--- src/rtl/usb_pkg.sv ---
`default_nettype none
// ============================================================================
//  Module      : usb_pkg
//  Description : Shared constants and state encoding for the USB receive-side
//                bit decoder (NRZI decode, SYNC search, bit unstuffing).
//  Contents    : c_J_LEVEL        idle / J line level after NRZI mapping
//                c_SYNC_BITS_DEF  default number of trailing SYNC bits matched
//                c_MAX_ONES_DEF   default run of ones forcing a stuffed zero
//                state_t          decoder FSM encoding
//  Revision    : 1.0  initial release
// ============================================================================
package usb_pkg;

    localparam logic        c_J_LEVEL       = 1'b1;
    localparam int unsigned c_SYNC_BITS_DEF = 4;
    localparam int unsigned c_MAX_ONES_DEF  = 6;

    typedef enum logic [1:0] {
        ST_IDLE = 2'd0,   // hunting for SYNC
        ST_DATA = 2'd1,   // assembling bytes
        ST_ERR  = 2'd2,   // stuff violation, waiting for SE0
        ST_EOP  = 2'd3    // SE0 in progress
    } state_t;

endpackage
`default_nettype wire

--- src/rtl/usb_nrzi_unstuff.sv ---
`default_nettype none
// ============================================================================
//  Module      : usb_nrzi_unstuff
//  Description : NRZI decoder plus bit-stuff checker. A decoded bit is 1 when
//                the line level did not change since the previous data strobe.
//                While checking is enabled, a zero following MAX_ONES ones is
//                swallowed as a stuffed bit and a one in that slot is flagged.
//  Ports       : i_clk, i_rst       clock, synchronous active-high reset
//                i_stb              data strobe (strobe without SE0)
//                i_line             sampled line level at the strobe
//                i_set_j            force previous level to J (end of EOP)
//                i_chk_en           stuff checking active
//                i_clr              clear the ones counter
//                i_preload_one      load the ones counter with 1
//                o_bit_valid        strobe carries a data bit (not stuffed)
//                o_bit              decoded bit value
//                o_stuff_err        one received where a stuffed zero belongs
//  Revision    : 1.0  initial release
// ============================================================================
module usb_nrzi_unstuff
    import usb_pkg::*;
#(
    parameter int unsigned MAX_ONES = c_MAX_ONES_DEF
) (
    input  logic i_clk,
    input  logic i_rst,
    input  logic i_stb,
    input  logic i_line,
    input  logic i_set_j,
    input  logic i_chk_en,
    input  logic i_clr,
    input  logic i_preload_one,
    output logic o_bit_valid,
    output logic o_bit,
    output logic o_stuff_err
);

    localparam logic [2:0] c_MAX = 3'(MAX_ONES);

    logic       prev_level_q, prev_level_d;
    logic [2:0] ones_cntr_q,  ones_cntr_d;
    logic       w_dbit;
    logic       w_at_limit;

    assign w_dbit     = (i_line == prev_level_q);
    assign w_at_limit = (ones_cntr_q == c_MAX);

    // Outputs depend only on the strobe and held state, never on the
    // counter controls, so the top level can derive i_clr/i_preload_one
    // from them without forming a combinational loop.
    assign o_bit       = w_dbit;
    assign o_bit_valid = i_stb & (~i_chk_en | ~w_at_limit);
    assign o_stuff_err = i_stb & i_chk_en & w_at_limit & w_dbit;

    always_comb begin
        prev_level_d = prev_level_q;
        ones_cntr_d  = ones_cntr_q;

        if (i_set_j) begin
            prev_level_d = c_J_LEVEL;
        end else if (i_stb) begin
            prev_level_d = i_line;
        end

        if (i_clr) begin
            ones_cntr_d = 3'd0;
        end else if (i_preload_one) begin
            ones_cntr_d = 3'd1;
        end else if (i_stb && i_chk_en) begin
            // At the limit the slot is either a stuffed zero or an error;
            // both restart the run, so the counter never passes MAX_ONES.
            if (w_at_limit) begin
                ones_cntr_d = 3'd0;
            end else begin
                ones_cntr_d = w_dbit ? (ones_cntr_q + 3'd1) : 3'd0;
            end
        end
    end

    always_ff @(posedge i_clk) begin
        if (i_rst) begin
            prev_level_q <= c_J_LEVEL;
            ones_cntr_q  <= 3'd0;
        end else begin
            prev_level_q <= prev_level_d;
            ones_cntr_q  <= ones_cntr_d;
        end
    end

endmodule
`default_nettype wire

--- src/rtl/usb_bit_decode.sv ---
`default_nettype none
// ============================================================================
//  Module      : usb_bit_decode
//  Description : USB receive bit decoder. NRZI-decodes the per-bit line level,
//                finds SYNC, strips stuffed bits and assembles LSB-first bytes.
//                Flags SOP, EOP, stuff violations and EOP arriving mid-byte.
//                All outputs are registered; pulses appear the cycle after the
//                qualifying strobe.
//  Ports       : i_clk_48mhz   clock
//                i_rst         synchronous active-high reset
//                i_dec_en      bit strobe qualifying i_dec_bit / i_se0
//                i_dec_bit     line level, 1=J 0=K
//                i_se0         single-ended zero at this strobe
//                o_byte        last assembled byte (held between bytes)
//                o_byte_valid  pulse, o_byte updated
//                o_sop         pulse, SYNC found
//                o_eop         pulse, SE0 during an active packet
//                o_stuff_err   pulse, bit-stuff violation
//                o_align_err   pulse with o_eop when a byte was incomplete
//                o_active      high from the o_sop cycle through o_eop cycle
//  Revision    : 1.0  initial release
// ============================================================================
module usb_bit_decode
    import usb_pkg::*;
#(
    parameter int unsigned SYNC_BITS = c_SYNC_BITS_DEF,
    parameter int unsigned MAX_ONES  = c_MAX_ONES_DEF
) (
    input  logic       i_clk_48mhz,
    input  logic       i_rst,
    input  logic       i_dec_en,
    input  logic       i_dec_bit,
    input  logic       i_se0,
    output logic [7:0] o_byte,
    output logic       o_byte_valid,
    output logic       o_sop,
    output logic       o_eop,
    output logic       o_stuff_err,
    output logic       o_align_err,
    output logic       o_active
);

    // Newest bit sits at the MSB, so the last SYNC_BITS bits in time order
    // read as one, then SYNC_BITS-1 zeros going down from bit 7.
    localparam logic [SYNC_BITS-1:0] c_SYNC_PAT = {1'b1, {(SYNC_BITS-1){1'b0}}};

    state_t     state_q, state_d;
    logic [7:0] hist_q, hist_d;
    logic [2:0] bit_cntr_q, bit_cntr_d;
    logic [7:0] shreg_q, shreg_d;
    logic [7:0] byte_q, byte_d;
    logic       byte_valid_q, byte_valid_d;
    logic       sop_q, sop_d;
    logic       eop_q, eop_d;
    logic       serr_q, serr_d;
    logic       aerr_q, aerr_d;
    logic       active_q, active_d;

    logic       w_bit_stb, w_se0_stb;
    logic       w_bit_valid, w_bit, w_stuff_err;
    logic       w_sync_hit;
    logic [7:0] w_hist_shift;
    logic [7:0] w_byte_shift;
    logic       w_unused_hist_lsb;

    assign w_bit_stb    = i_dec_en & ~i_se0;
    assign w_se0_stb    = i_dec_en &  i_se0;
    assign w_hist_shift = {w_bit, hist_q[7:1]};
    assign w_byte_shift = {w_bit, shreg_q[7:1]};

    // The oldest history bit simply falls off the end of the shift.
    assign w_unused_hist_lsb = hist_q[0];

    assign w_sync_hit = (state_q == ST_IDLE) && w_bit_stb &&
                        (w_hist_shift[7 -: SYNC_BITS] == c_SYNC_PAT);

    usb_nrzi_unstuff #(
        .MAX_ONES (MAX_ONES)
    ) u_nrzi_unstuff (
        .i_clk         (i_clk_48mhz),
        .i_rst         (i_rst),
        .i_stb         (w_bit_stb),
        .i_line        (i_dec_bit),
        .i_set_j       ((state_q == ST_EOP) && w_bit_stb),
        .i_chk_en      (state_q == ST_DATA),
        .i_clr         ((state_q == ST_IDLE) && !w_sync_hit),
        .i_preload_one (w_sync_hit),   // the SYNC's final one starts the run
        .o_bit_valid   (w_bit_valid),
        .o_bit         (w_bit),
        .o_stuff_err   (w_stuff_err)
    );

    always_comb begin
        state_d      = state_q;
        hist_d       = hist_q;
        bit_cntr_d   = bit_cntr_q;
        shreg_d      = shreg_q;
        byte_d       = byte_q;
        byte_valid_d = 1'b0;
        sop_d        = 1'b0;
        eop_d        = 1'b0;
        serr_d       = 1'b0;
        aerr_d       = 1'b0;

        case (state_q)
            ST_IDLE: begin
                // A cleared history holds all ones: only decoded zeros can
                // build toward a SYNC match, so idle J never matches.
                if (w_se0_stb) begin
                    hist_d = '1;
                end else if (w_bit_valid) begin
                    if (w_sync_hit) begin
                        state_d    = ST_DATA;
                        sop_d      = 1'b1;
                        hist_d     = '1;
                        bit_cntr_d = 3'd0;
                    end else begin
                        hist_d = w_hist_shift;
                    end
                end
            end
            ST_DATA: begin
                if (w_se0_stb) begin
                    state_d    = ST_EOP;
                    eop_d      = 1'b1;
                    aerr_d     = (bit_cntr_q != 3'd0);
                    bit_cntr_d = 3'd0;
                end else if (w_stuff_err) begin
                    state_d = ST_ERR;
                    serr_d  = 1'b1;
                end else if (w_bit_valid) begin
                    shreg_d    = w_byte_shift;
                    bit_cntr_d = bit_cntr_q + 3'd1;
                    if (bit_cntr_q == 3'd7) begin
                        byte_d       = w_byte_shift;
                        byte_valid_d = 1'b1;
                    end
                end
            end
            ST_ERR: begin
                if (w_se0_stb) begin
                    state_d    = ST_EOP;
                    eop_d      = 1'b1;
                    bit_cntr_d = 3'd0;
                end
            end
            ST_EOP: begin
                if (w_bit_stb) begin
                    state_d = ST_IDLE;
                end
            end
            default: begin
                state_d = ST_IDLE;
            end
        endcase

        // Active covers the packet body and exactly the first EOP cycle.
        active_d = (state_d == ST_DATA) || (state_d == ST_ERR) ||
                   ((state_d == ST_EOP) && (state_q != ST_EOP));
    end

    always_ff @(posedge i_clk_48mhz) begin
        if (i_rst) begin
            state_q      <= ST_IDLE;
            hist_q       <= '1;
            bit_cntr_q   <= 3'd0;
            shreg_q      <= 8'h00;
            byte_q       <= 8'h00;
            byte_valid_q <= 1'b0;
            sop_q        <= 1'b0;
            eop_q        <= 1'b0;
            serr_q       <= 1'b0;
            aerr_q       <= 1'b0;
            active_q     <= 1'b0;
        end else begin
            state_q      <= state_d;
            hist_q       <= hist_d;
            bit_cntr_q   <= bit_cntr_d;
            shreg_q      <= shreg_d;
            byte_q       <= byte_d;
            byte_valid_q <= byte_valid_d;
            sop_q        <= sop_d;
            eop_q        <= eop_d;
            serr_q       <= serr_d;
            aerr_q       <= aerr_d;
            active_q     <= active_d;
        end
    end

    assign o_byte       = byte_q;
    assign o_byte_valid = byte_valid_q;
    assign o_sop        = sop_q;
    assign o_eop        = eop_q;
    assign o_stuff_err  = serr_q;
    assign o_align_err  = aerr_q;
    assign o_active     = active_q;

endmodule
`default_nettype wire

--- config.mk ---
export PLATFORM = sky130hd
export DESIGN_NAME = usb_bit_decode
export DESIGN_NICKNAME = d
export VERILOG_FILES = /design/src/rtl/usb_pkg.sv /design/src/rtl/usb_nrzi_unstuff.sv /design/src/rtl/usb_bit_decode.sv
export SDC_FILE = /design/constraint.sdc
export NUM_CORES = 1
export LEC_CHECK = 0
export CAP_MARGIN = 20
export CELL_PAD_IN_SITES_DETAIL_PLACEMENT = 0
export CELL_PAD_IN_SITES_GLOBAL_PLACEMENT = 1
export CORE_ASPECT_RATIO = 1.2
export CORE_MARGIN = 2
export CORE_UTILIZATION = 25
export DETAILED_ROUTE_END_ITERATION = 6
export GPL_TIMING_DRIVEN = 1
export PLACE_DENSITY = 0.52
export SYNTH_ARGS = -nofsm -noshare
export SYNTH_HDL_FRONTEND = slang
export SYNTH_SLANG_ARGS = --single-unit
--- constraint.sdc ---
create_clock -name i_clk_48mhz -period 2.2 [get_ports i_clk_48mhz]
set_input_delay 0.66 -clock i_clk_48mhz [delete_from_list [all_inputs] [get_ports i_clk_48mhz]]
set_output_delay 0.66 -clock i_clk_48mhz [all_outputs]
set_load 0.01 [all_outputs]
==> impl_metrics.yaml, run 1 <==
run_status:
  status: "completed"
cells_and_area:
  final_cells: 311
  fillers: 717
  fin_area_sq_um: 2123
  nets: 242
  syn_to_final_growth_pct: 31.86
  layout_common_cells: "dfxtp_1, nand2_1, buf_4"
  n_antenna_cell: 0
  final_common_cell: "dfxtp_1"
  post-route-util: 0.3356
  drive_gt1_frac: 0.1947
timing:
  hold_viol: 0
  worstMarginPinSlew_ps: 304.8
  maxSlewViolCount: 0
  fin_setup_tns_ps: 0
  finalCritPeriodShare: 0.9532
  setup_viol_count_final: 0
  finClkSkew_ps: 7.747
  setup_ws_ps: 103.0
  fin_hold_ws_ps: 454.1
  layout_min_cycle_time_ps: 2097
  rsz0062_at_grt: "false"
  slew_headroom: 0.7963
  fmax_ghz: 0.4769
worst_setup_path:
  path_max_fanout: 3
  worst_setup_path_end_kind: "flop"
  r2r_cells: 8
  crit_chain: "dlygate4sd2_1 > nand2b_4 > or3_4 > a221o_1 > ha_1 > a21oi_1 > nor2_1"
  cp-start-kind: "input port"
  cp.depth: 7
  slowest_delay_ps: 390
  arrival_ps: 2270
  crit_slowest_cell: "or3_4"
  critPathTopFamily: "simple AND/OR/NAND/NOR gates"
  worstSetupPathType: "in -> reg"
  path_buf_inv: 1
  crit_required_ps: 2370
synth:
  synth_area_leaders: "dfxtp_1, ha_1, a21oi_1"
  yosysTopAreaCell: "dfxtp_1"
  synth.net_count: 202
  ys_ff_latch: 33
  syn_area_per_cell_sq_um: 8.704
  yosys.cell_types.count: 43
  async_flop_share: 0
  yosysTopAreaCellShare: 0.4103
  yosysWarningCount: 0
  yosysSeqAreaShare: 0.4103
  synthFlopType: "dfxtp_1"
  synth_area_sq_um: 1610
  synth_cells: 185
  synth_edf_count: 0
routing:
  via_per_inst: 4.392
  drc_errors: 0
  wl_per_cell_um: 11.73
  vias: 1366
  wirelength_um: 3647
  firstDrtPassIters: 4
  ant_nets: 0
  drt-initial-drc-count: 41
clock_tree:
  root_buffer: "clkbuf_8"
  cts_tree: "yes"
  cts_hold_repair.buffers: 0
  clk_pin_slew_ps: 70
  cts.sinks: 33
  cts_max_path_buffers: 2
  clk_latency_ps: 280
  numCtsBuffers: 5
  h-tree-depth: 2
floorplanning:
  coreArea_sq_um: 6326
  die_h_um: 91.92
  start_util: 0.2545
  rows: 32
  die_x_um: 77.27
  dieArea_sq_um: 7102
  ioPinCount: 19
power_and_ir_drop:
  power_density_nw_per_um2: 516.9
  fin_total_pwr_mw: 1.098
  vdd_drop_max_uv: 193.4
  leakage_nw: 0.8476
placed_design:
  dpl-instance-area_sq_um: 2031
  dpl.cell_count: 303
  post-place-ws_ps: -385.9
  place_congestion: 0.7957
  portBuffers: 18
  dpl.hpwl_um: 2686
hold_path:
  holdPathStages: 2
  min_path_type: "reg -> reg"
grt:
  grt_pass1_vias: 1356
  grtUsageTotal: 0.1112
  antenna_found_initial: 0
  grt_pass1_wl_um: 6320
  grt_max_degree: 34
  grt-ovfl-total: 0
job:
  cap_violations: 0
[state kept, by name, summed over array words and instances, names as in the netlist]
| signal | flops |
|---|---|
| o_byte | 8 |
| shreg_q | 7 |
| bit_cntr_q | 3 |
| hist_q | 3 |
| u_nrzi_unstuff.ones_cntr_q | 3 |
| state_q | 2 |
| o_active | 1 |
| o_align_err | 1 |
| o_byte_valid | 1 |
| o_eop | 1 |
| o_sop | 1 |
| o_stuff_err | 1 |
| u_nrzi_unstuff.prev_level_q | 1 |
[layer usage]
| layer | GRT usage | part of all wire | vias up |
|---|---|---|---|
| met5 | 0 | 0 | - |
| met4 | 0.03571 | 0.0066 | 0 |
| met3 | 0.02953 | 0.026 | 2 |
| met2 | 0.2022 | 0.51 | 21 |
| met1 | 0.1251 | 0.45 | 627 |
| li1 | - | - | 716 |
[path summary, 6_finish.rpt]
kind / slack [ps] / start / to
min reg2reg: 450 / o_byte[1] / o_byte[1]
max: 100 / i_se0 / o_active
min: 450 / o_byte[1] / o_byte[1]
max reg2reg: 150 / state_q[1] / o_active
[power breakdown]
| part | total, mW | switching, mW | internal, mW | leakage (nW) |
|---|---|---|---|---|
| clock | 0.430 | 0.211 | 0.219 | 0.0450 |
| combinational | 0.0649 | 0.0340 | 0.0309 | 0.536 |
| sequential | 0.603 | 0.00322 | 0.600 | 0.266 |
| total | 1.10 | 0.248 | 0.850 | 0.848 |
[worst register-to-register path: stages, from the launching register on]
cell and delay [ps]:
dfxtp_1 320, inv_2 90, ha_2 190, nand3_1 120
or3_4 400, a221o_1 360, ha_1 300, a21oi_1 120
nor2_1 50
[logic make-up after synthesis]
group / count (synthesis) / share of synthesized area
mux: 1 / 0.006216
compound gates: 42 / 0.1624
xor+xnor: 2 / 0.01554
simple gates: 78 / 0.2541
flops: 33 / 0.4103
buf+inv: 17 / 0.05827
fa+ha+maj: 12 / 0.09324
[synthesized netlist by cell type, drive strengths merged (2+ instances only)]
| library cell | instances |
|---|---|
| a21o | 2 |
| nand2 | 28 |
| or2 | 2 |
| ha | 12 |
| o21ai | 6 |
| a21oi | 22 |
| nor3 | 8 |
| o21bai | 3 |
| dfxtp | 33 |
| nor2 | 11 |
| buf | 3 |
| nand2b | 2 |
| nand3 | 14 |
| nor2b | 2 |
| nand3b | 2 |
| or3 | 2 |
| inv | 8 |
| nor3b | 2 |
| clkbuf | 5 |
[what timing repair did]
action                                  in CTS  in global routing
cloned                                       0                  0
resized for setup                            5                  2
hold endpoints to repair                     0                  0
setup buffers                                0                  0
pin swaps                                    2                  0
endpoints found under the setup margin       3                  1
[area by class of cell]
cell class                 instances  area [sq um]  area share
inverter                           8         30.03     0.01414
timing repair buffer              42         369.1      0.1738
tap                               85         106.4     0.05009
sequential                        33         660.6      0.3111
clock inverter                     2         10.01    0.004714
multi-input combinational        135         874.6      0.4119
clock buffer                       6         72.57     0.03418
No activity file was read; power rests on OpenSTA's default activity.
==> inputs of run 2 (changes only) <==
--- a/constraint.sdc
+++ b/constraint.sdc
@@ -3,2 +3,2 @@
 set_output_delay 0.66 -clock i_clk_48mhz [all_outputs]
-set_load 0.01 [all_outputs]
+set_load 0.1 [all_outputs]
==> impl_metrics.yaml, run 2 (synthesized netlist as in run 1, its figures left out) <==
worst_setup_path:
  path_buf_inv: 1
  slowest_delay_ps: 390
  critPathTopFamily: "simple AND/OR/NAND/NOR gates"
  crit_slowest_cell: "or3_4"
  worstSetupPathType: "in -> reg"
  path_max_fanout: 3
  worst_setup_path_end_kind: "flop"
  arrival_ps: 2250
  crit_required_ps: 2360
  r2r_cells: 8
  crit_chain: "dlygate4sd2_1 > nand2b_4 > or3_4 > a221o_1 > ha_1 > a21oi_2 > nor2_1"
  cp.depth: 7
  cp-start-kind: "input port"
  reg2reg_slack_ps: 190
clock_tree:
  clk_pin_slew_ps: 60
  cts_max_path_buffers: 2
  numCtsBuffers: 5
  cts.sinks: 33
  clk_latency_ps: 270
  cts_tree: "yes"
  root_buffer: "clkbuf_8"
  h-tree-depth: 2
grt:
  antenna_found_initial: 0
  grt_pass1_wl_um: 6058
  grt_max_degree: 17
  grtUsageTotal: 0.1070
  grt_pass1_vias: 1286
  grt-ovfl-total: 0
routing:
  wirelength_um: 3563
  ant_nets: 0
  via_per_inst: 4.417
  drt-initial-drc-count: 16
  vias: 1365
  firstDrtPassIters: 4
  wl_per_cell_um: 11.53
  drc_errors: 0
timing:
  finalCritPeriodShare: 0.9492
  layout_min_cycle_time_ps: 2088
  finClkSkew_ps: 4.855
  fin_hold_ws_ps: 454.0
  rsz0062_at_grt: "false"
  slew_headroom: 0.7977
  hold_viol: 0
  setup_viol_count_final: 0
  fmax_ghz: 0.4788
  worstMarginPinSlew_ps: 302.7
  setup_ws_ps: 111.7
  fin_setup_tns_ps: 0
  maxSlewViolCount: 0
power_and_ir_drop:
  intPower_uw: 836.3
  vdd_drop_max_uv: 216.5
  fin_total_pwr_mw: 1.072
  power_density_nw_per_um2: 517.6
  clkPwrFrac: 0.381
  comb_power_share: 0.057
  power.net_switching_uw: 235.5
  p_seq_frac: 0.563
  swShare: 0.2197
  leakage_nw: 0.8679
cells_and_area:
  nets: 242
  final_common_cell: "buf_4"
  layout_common_cells: "buf_4, dfxtp_1, nand2_1"
  multiInputGateArea_sq_um: 878.3
  fillers: 724
  largest_reg_flops: 8
  n_antenna_cell: 0
  drive_gt1_frac: 0.2589
  seq_area_sq_um: 660.6
  post-route-util: 0.3273
  syn_to_final_growth_pct: 28.59
floorplanning:
  dieArea_sq_um: 7102
  rows: 32
  die_h_um: 91.92
  die_x_um: 77.27
  coreArea_sq_um: 6326
  start_util: 0.2545
  ioPinCount: 19
hold_path:
  holdPathStages: 2
  min_path_type: "reg -> reg"
run_status:
  status: "completed"
placed_design:
  place_congestion: 0.7840
  portBuffers: 18
  post-place-ws_ps: -361.4
  dpl.hpwl_um: 2739
job:
  cap_violations: 0
==> run 2: final cells by class <==
class,count,area share
sequential,33,0.3190
inverter,8,0.01450
clock inverter,1,0.002417
clock buffer,5,0.03323
timing repair buffer,42,0.1553
tap,85,0.05136
multi-input combinational,135,0.4242
==> run 2: layer usage <==
layer | vias up | share of wire | GRT usage | wire [um]
met5 | - | 0 | 0 | 0
met4 | 0 | 0.0067 | 0.03571 | 24
met3 | 2 | 0.027 | 0.03051 | 96
met2 | 17 | 0.50 | 0.1841 | 1768
met1 | 630 | 0.47 | 0.1271 | 1674
li1 | 716 | - | - | -
==> run 2: per-stage QoR <==
step                      area, sq um  instances
after floorplan                  1615        185
after global placement           1983        303
after detailed placement         1983        303
after CTS                        2061        309
after global routing             2071        309
final                            2071        309
==> run 2: final timing paths <==
path,from,to
worst max-delay path,i_se0,o_active
worst min register to register,o_byte[1],o_byte[1]
worst max register to register,state_q[1],o_active
worst min-delay path,o_byte[1],o_byte[1]
==> run 2: power by group through the flow <==
stage / logic, mW / registers (mW) / clock network (mW)
floorplan: 0.0335 / 0.616 / 0
global placement: 0.0635 / 0.617 / 0
detailed placement: 0.0624 / 0.617 / 0
CTS: 0.0622 / 0.603 / 0.433
global route: 0.0672 / 0.603 / 0.461
finish: 0.0608 / 0.603 / 0.408
==> run 2: worst register-to-register path: cells and delay by family, from the launching register on <==
| family | cells | cell delay [ps] |
|---|---|---|
| buffers and inverters | 1 | 80 |
| adders and majority gates | 2 | 490 |
| AOI/OAI and AO/OA | 2 | 450 |
| and+or+nand+nor | 3 | 550 |
| DFF | 1 | 320 |
==> run 2: timing repair <==
item | 4_1_cts | 5_1_grt
gates resized for setup | 4 | 4
pin swaps | 2 | 0
setup endpoints to repair | 3 | 1
buffers inserted | 0 | 0
hold buffers | 0 | 0
